[config.mk]
export PLATFORM = sky130hd
export DESIGN_NAME = state_logic
export DESIGN_NICKNAME = d
export VERILOG_FILES = /design/src/rtl/state_logic_pkg.sv /design/src/rtl/state_logic.sv
export SDC_FILE = /design/constraint.sdc
export NUM_CORES = 1
export LEC_CHECK = 0
export ABC_AREA = 1
export BUFFER_PORTS_ARGS = -buffer_cell sky130_fd_sc_hd__buf_2
export CORE_AREA = 5 5 42 44
export DETAILED_ROUTE_END_ITERATION = 8
export DIE_AREA = 0 0 47 49
export HOLD_SLACK_MARGIN = 0.05
export SLEW_MARGIN = 20
export SYNTH_ARGS = -nofsm -noshare
export SYNTH_HDL_FRONTEND = slang
export SYNTH_SLANG_ARGS = --single-unit
[constraint.sdc]
create_clock -name clk -period 1.7 [get_ports clk]
set_input_delay 0.34 -clock clk [delete_from_list [all_inputs] [get_ports clk]]
set_output_delay 0.34 -clock clk [all_outputs]
set_load 0.05 [all_outputs]
[src/rtl/state_logic_pkg.sv]
// ---------------------------------------------------------------------------
// state_logic_pkg
//   Shared constants for the multicycle processor control FSM: the 6-bit
//   state codes and the 6-bit opcode values (instr[31:26]). Reused by the
//   state register, the downstream output decoder and the testbenches.
// ---------------------------------------------------------------------------
package state_logic_pkg;

    localparam int STATE_W = 6;
    localparam int OP_W    = 6;

    // Control state codes
    localparam logic [STATE_W-1:0] S_FETCH   = 6'd0;
    localparam logic [STATE_W-1:0] S_DECODE  = 6'd1;
    localparam logic [STATE_W-1:0] S_MEMADR  = 6'd2;
    localparam logic [STATE_W-1:0] S_MEMRD   = 6'd3;
    localparam logic [STATE_W-1:0] S_MEMWB   = 6'd4;
    localparam logic [STATE_W-1:0] S_MEMWR   = 6'd5;
    localparam logic [STATE_W-1:0] S_RTYPEEX = 6'd6;
    localparam logic [STATE_W-1:0] S_RTYPEWB = 6'd7;
    localparam logic [STATE_W-1:0] S_BEQEX   = 6'd8;
    localparam logic [STATE_W-1:0] S_ADDIEX  = 6'd9;
    localparam logic [STATE_W-1:0] S_ANDIEX  = 6'd10;
    localparam logic [STATE_W-1:0] S_ORIEX   = 6'd11;
    localparam logic [STATE_W-1:0] S_XORIEX  = 6'd12;
    localparam logic [STATE_W-1:0] S_ITYPEWB = 6'd13;
    localparam logic [STATE_W-1:0] S_JEX     = 6'd14;

    // Opcodes (instr[31:26])
    localparam logic [OP_W-1:0] OP_RTYPE = 6'b000000;
    localparam logic [OP_W-1:0] OP_J     = 6'b000010;
    localparam logic [OP_W-1:0] OP_BEQ   = 6'b000100;
    localparam logic [OP_W-1:0] OP_ADDI  = 6'b001000;
    localparam logic [OP_W-1:0] OP_ANDI  = 6'b001100;
    localparam logic [OP_W-1:0] OP_ORI   = 6'b001101;
    localparam logic [OP_W-1:0] OP_XORI  = 6'b001110;
    localparam logic [OP_W-1:0] OP_LW    = 6'b100011;
    localparam logic [OP_W-1:0] OP_SW    = 6'b101011;

endpackage : state_logic_pkg

[src/rtl/state_logic.sv]
// ---------------------------------------------------------------------------
// state_logic
//   Main control state machine of the multicycle datapath. Holds the current
//   control state and advances one step per clock, steering on the opcode in
//   DECODE and MEMADR only.
//
// Ports:
//   clk    in   1  system clock, state register updates on rising edge
//   reset  in   1  asynchronous active-low reset, forces state to FETCH
//   op     in   6  instruction opcode field, instr[31:26]
//   state  out  6  current control state, straight from the state register
// ---------------------------------------------------------------------------
module state_logic
    import state_logic_pkg::*;
(
    input  logic               clk,
    input  logic               reset,
    input  logic [OP_W-1:0]    op,
    output logic [STATE_W-1:0] state
);

    logic [STATE_W-1:0] state_q;
    logic [STATE_W-1:0] state_d;

    always_comb begin
        // NOTE: default assigned before the case so every path drives state_d;
        // this prevents a latch and sends unused codes 15..63 back to FETCH.
        state_d = S_FETCH;
        case (state_q)
            S_FETCH:   state_d = S_DECODE;
            S_DECODE: begin
                // An X/Z or undefined opcode matches no item and falls to FETCH.
                case (op)
                    OP_LW, OP_SW: state_d = S_MEMADR;
                    OP_RTYPE:     state_d = S_RTYPEEX;
                    OP_BEQ:       state_d = S_BEQEX;
                    OP_ADDI:      state_d = S_ADDIEX;
                    OP_ANDI:      state_d = S_ANDIEX;
                    OP_ORI:       state_d = S_ORIEX;
                    OP_XORI:      state_d = S_XORIEX;
                    OP_J:         state_d = S_JEX;
                    default:      state_d = S_FETCH;
                endcase
            end
            S_MEMADR: begin
                case (op)
                    OP_LW:   state_d = S_MEMRD;
                    OP_SW:   state_d = S_MEMWR;
                    default: state_d = S_FETCH;
                endcase
            end
            S_MEMRD:   state_d = S_MEMWB;
            S_MEMWB:   state_d = S_FETCH;
            S_MEMWR:   state_d = S_FETCH;
            S_RTYPEEX: state_d = S_RTYPEWB;
            S_RTYPEWB: state_d = S_FETCH;
            S_BEQEX:   state_d = S_FETCH;
            S_ADDIEX,
            S_ANDIEX,
            S_ORIEX,
            S_XORIEX:  state_d = S_ITYPEWB;
            S_ITYPEWB: state_d = S_FETCH;
            S_JEX:     state_d = S_FETCH;
            default:   state_d = S_FETCH;
        endcase
    end

    // NOTE: non-blocking assignment for the register so every flop samples
    // the pre-edge value of state_d, independent of block ordering.
    always_ff @(posedge clk or negedge reset) begin
        if (!reset) begin
            state_q <= S_FETCH;
        end else begin
            state_q <= state_d;
        end
    end

    assign state = state_q;

endmodule : state_logic

# [Word level (Yosys, flattened, before mapping)]
# Cells that the tools add are included.
[word_totals] reg_bits=6 inputBits=8 elab_cells=24
[op_classes] n_eq_ne=16 n_mux=3 n_reduce_logical=4
[ops] cell="$eq 6x4->1 const B" n=8
[ops] cell="$pmux 4 s8" n=1
[ops] cell="$pmux 4 s6" n=1
[ops] cell="$eq 6x2->1 const B" n=3
[ops] cell="$eq 6x3->1 const B" n=2
[ops] cell="$eq 6x6->1 const B" n=2
[ops] cell="$logic_not 6->1" n=2
[ops] cell="$eq 6x1->1 const B" n=1
[ops] cell="$pmux 3 s2" n=1
[ops] cell="$reduce_or 4->1" n=1
[ops] cell="$reduce_or 2->1" n=1

# [Logic depth before layout (Yosys ltp)]
[logic_depth] depth_word=4 ltp_mapped=8 depth_no_buf=8

# [Least setup slack after synthesis]
# OpenSTA, ideal clock, no wires.
[synth_timing] path_kind="reg2reg" startpoint="register state_q[0] (netlist: state[0])" endpoint="register state_q[2] (netlist: state[2])" setup_time_ns=0.127 arrival_time_ns=1.135 required_time_ns=1.573 path_slack_ns=0.438 path_stages_with_launch=5 n_path_buf=0 period_less_slack_ns=1.262 cell_sequence="dfrtp_1 o21ai_0 nand3_1 nand2_1 nand3b_1"
[synth_between] elab_chain_cells=3
[synth_lines] element="start: declaration" line="state_logic.sv:22" text="logic [STATE_W-1:0] state_q;"
[synth_lines] element="start signal: assignment" line="state_logic.sv:74" text="state_q <= state_d;"
[synth_lines] element="$eq 6x4->1" line="state_logic.sv:29" text="case (state_q)"
[synth_lines] element="$reduce_or 4->1" line="state_logic.sv:29"
[synth_lines] element="$pmux 4 s6 (*)" line="state_logic.sv:29"
[synth_lines] element="net state_d[2]" line="state_logic.sv:23" text="logic [STATE_W-1:0] state_d;"
# The timed path passes the listed nets; every way through them passes the cells marked *.

# [Worst setup path after layout]
[layout_timing] startpoint="register state_q[0] (netlist: state[0])" endpoint="output port state[0]"
[layout_lines] element="end: declaration" line="state_logic.sv:19" text="output logic [STATE_W-1:0] state"
# No word-level cell between the ends.

==> reports/results.tsv <==
metric	value	unit
die_h	49	um
ant_nets	0	
drive_gt1_share	20.43	%
hold_path.class	in -> async	
cts_tree	yes	
critical_path.startpoint_type	flop	
status	finished, final reports clean	
dp.final_hpwl	805.9	um
netlist_top_cells_area	sky130_fd_sc_hd__dfrtp_1 23%, sky130_fd_sc_hd__nand2_1 23%, sky130_fd_sc_hd__inv_1 13%	
cp.buffers_inverters	1	
ios	14	
post-synth-top-count-cell	sky130_fd_sc_hd__nand2_1	
cp_max_fo	6	
core-area	1401	um^2
via_count_of_the_first_global_routing_pass	488	
yosys-mux-area-fraction	0	%
postSynthRegisterBits	4	
r2r.worst_path.cells	5	
synth_area_leader_cell	sky130_fd_sc_hd__dfrtp_1	
detailedRoute.firstIterationViolations	7	
synth_async_sr_flop_share	100.0	%
pwr_density_cell	1158	nW/um^2
effective_utilization_at_floorplan	30.89	%
routed_via_density	4.349	
tritoncts_buffers	3	
first_pass_grt_wire_length	1952	um
synthesis.area_per_instance	5.480	um^2
cts_max_path_buffers	2	
vdd.ir_drop.worst	497.6	uV
largest_register_ff_count	4	
cts.repair.resized	0	
critPathSlowestCell	sky130_fd_sc_hd__dfrtp_1	
drt_first_pass_iters	3	
gp_routability_congestion	0.7926	
finish.net_count	103	
synth-seq-area-share	23.12	%
utilization	37.77	%
worst_setup_path_end_kind	output pin	
synth-compound-area-share	5.202	%
routed-via-count	474	
finalMaxSlewViolations	0	
adder_cell_share_of_the_synthesized_area	0	%
post-route-worst-setup-slack	412.4	ps
total_power	0.0006130	W
finalHoldViolations	0	
r2r-end	state[2]	
drc	0	
stdcell_count	109	
timing.reg2reg.setup_slack	560	ps
post_synth_inst_count	79	
setup_repair_after_global_routing_missed_its_margin	no	
max_freq	776.6	MHz
post_synth_most_frequent_cells	26 x sky130_fd_sc_hd__nand2_1, 15 x sky130_fd_sc_hd__inv_1, 13 x sky130_fd_sc_hd__nor2_1, 7 x sky130_fd_sc_hd__nand3_1, 4 x sky130_fd_sc_hd__dfrtp_1	
cts.sink_count	4	
max_stage_delay	410	ps
grt_antenna_before_repair	0	
placement.setup.worst_slack	565.5	ps
fraction_of_synthesized_cell_area_in_xor_and_xnor_cells	2.023	%
fp.dieArea	2303	um^2
cp_top_family	flip-flops	
die_width	47	um
place.detailed.instances	105	
cp_data_arrival_time	950	ps
grt.total_usage	11.42	%
r2r_start	state[0]	
remaining_overflow_grt	0	
clk_pin_slew	40	ps
diodes	0	
avgRoutedWirePerCell	8.936	um
layout_worst_path_cycle_share	75.74	%
synthDominantCellAreaShare	23.12	%
setup_tns	0	ps
synthSimpleGateAreaFrac	51.45	%
synth.lib_cells_used.distinct	17	
dominantRegCellSynth	sky130_fd_sc_hd__dfrtp_1	
cap_viol_max_count	0	
ctsRootBufferMaster	sky130_fd_sc_hd__clkbuf_4	
p_leak	0.3402	nW
port_buffers	11	
rows	14	
synthesis.yosys.warnings	0	
filler_cell_count	162	
timing.final.setup_violations	0	
worstPathRequired	1360	ps
drt-total-wl	974	um
areaGrowthSynthToFinish	22.25	%
synth_area	432.9	um^2
synth-edff-count	0	
worstPathCellList	buf_2	
clk_latency	240	ps
grt_max_degree	7	
final.min_clock_period	1288	ps
h-tree-depth	1	
fin_worst_skew	6.957	ps
dominant_combinational_cell_family_by_area_after_synthesis	simple AND/OR/NAND/NOR gates	
timing_worst_setup_path_type	reg -> out	
-- layer usage --
| metal | GRT usage, % | up-vias | routed length (um) |
|---|---|---|---|
| li1 | - | 259 | - |
| met2 | 16.97 | 5 | 504 |
| met4 | 5.530 | 0 | 16 |
| met3 | 3.321 | 2 | 24 |
| met1 | 14.57 | 208 | 429 |
| met5 | 0 | - | 0 |
-- power by group --
group / switching [W] / leakage, nW / total (W) / internal (W)
Combinational: 0.000237 / 0.273 / 0.000333 / 0.0000962
Clock: 0.0000430 / 0.0138 / 0.000122 / 0.0000792
Sequential: 0.0000348 / 0.0530 / 0.000158 / 0.000123
-- final cells by class --
class / count / area [um^2] / share of cell area, %
multi-input combinational: 58 / 261.5 / 49.41
sequential: 4 / 100.1 / 18.91
timing repair buffer: 12 / 65.06 / 12.29
inverter: 16 / 60.06 / 11.35
clock buffer: 3 / 22.52 / 4.255
tap: 16 / 20.02 / 3.783
-- stage by stage --
step                      hold slack, ps  cell area (um^2)
after floorplan                    44.41             436.7
after global placement             145.8             496.7
final                              425.8             529.3
after global routing               456.2             529.3
after detailed placement           148.8             496.7
after CTS                          423.8             529.3
-- what timing repair did --
| item | 4_1_cts | 5_1_grt |
|---|---|---|
| hold buffers | 1 | 0 |
| buffers inserted | 0 | 0 |
| endpoints found under the hold margin | 4 | 0 |
-- worst max-delay path by stage --
stage / slack (ps) / depth (start not counted) / startpoint / endpoint
floorplan: 440 / 4 / state[0] / state[2]
global placement: 590 / 5 / state[0] / state[2]
detailed placement: 570 / 5 / state[0] / state[2]
CTS: 400 / 1 / state[0] / state[0]
global route: 340 / 1 / state[0] / state[0]
finish: 410 / 1 / state[0] / state[0]
-- cells by family after synthesis --
| logic type | after synthesis |
|---|---|
| compound gates | 4 |
| buf+inv | 18 |
| xor+xnor | 1 |
| simple gates | 51 |
| flops | 4 |
| other cells | 1 |
-- cell usage in the layout (no fill, tap or decap), drive strengths merged --
master / instances
nand2: 26
inv: 16
nor2: 16
buf: 11
nand3: 8
dfrtp: 4
clkbuf: 3
conb: 2
o21ai: 2
o21bai: 1
nand3b: 1
xnor2: 1
a21oi: 1
dlygate4sd3: 1
No activity file was read; power rests on OpenSTA's default activity.
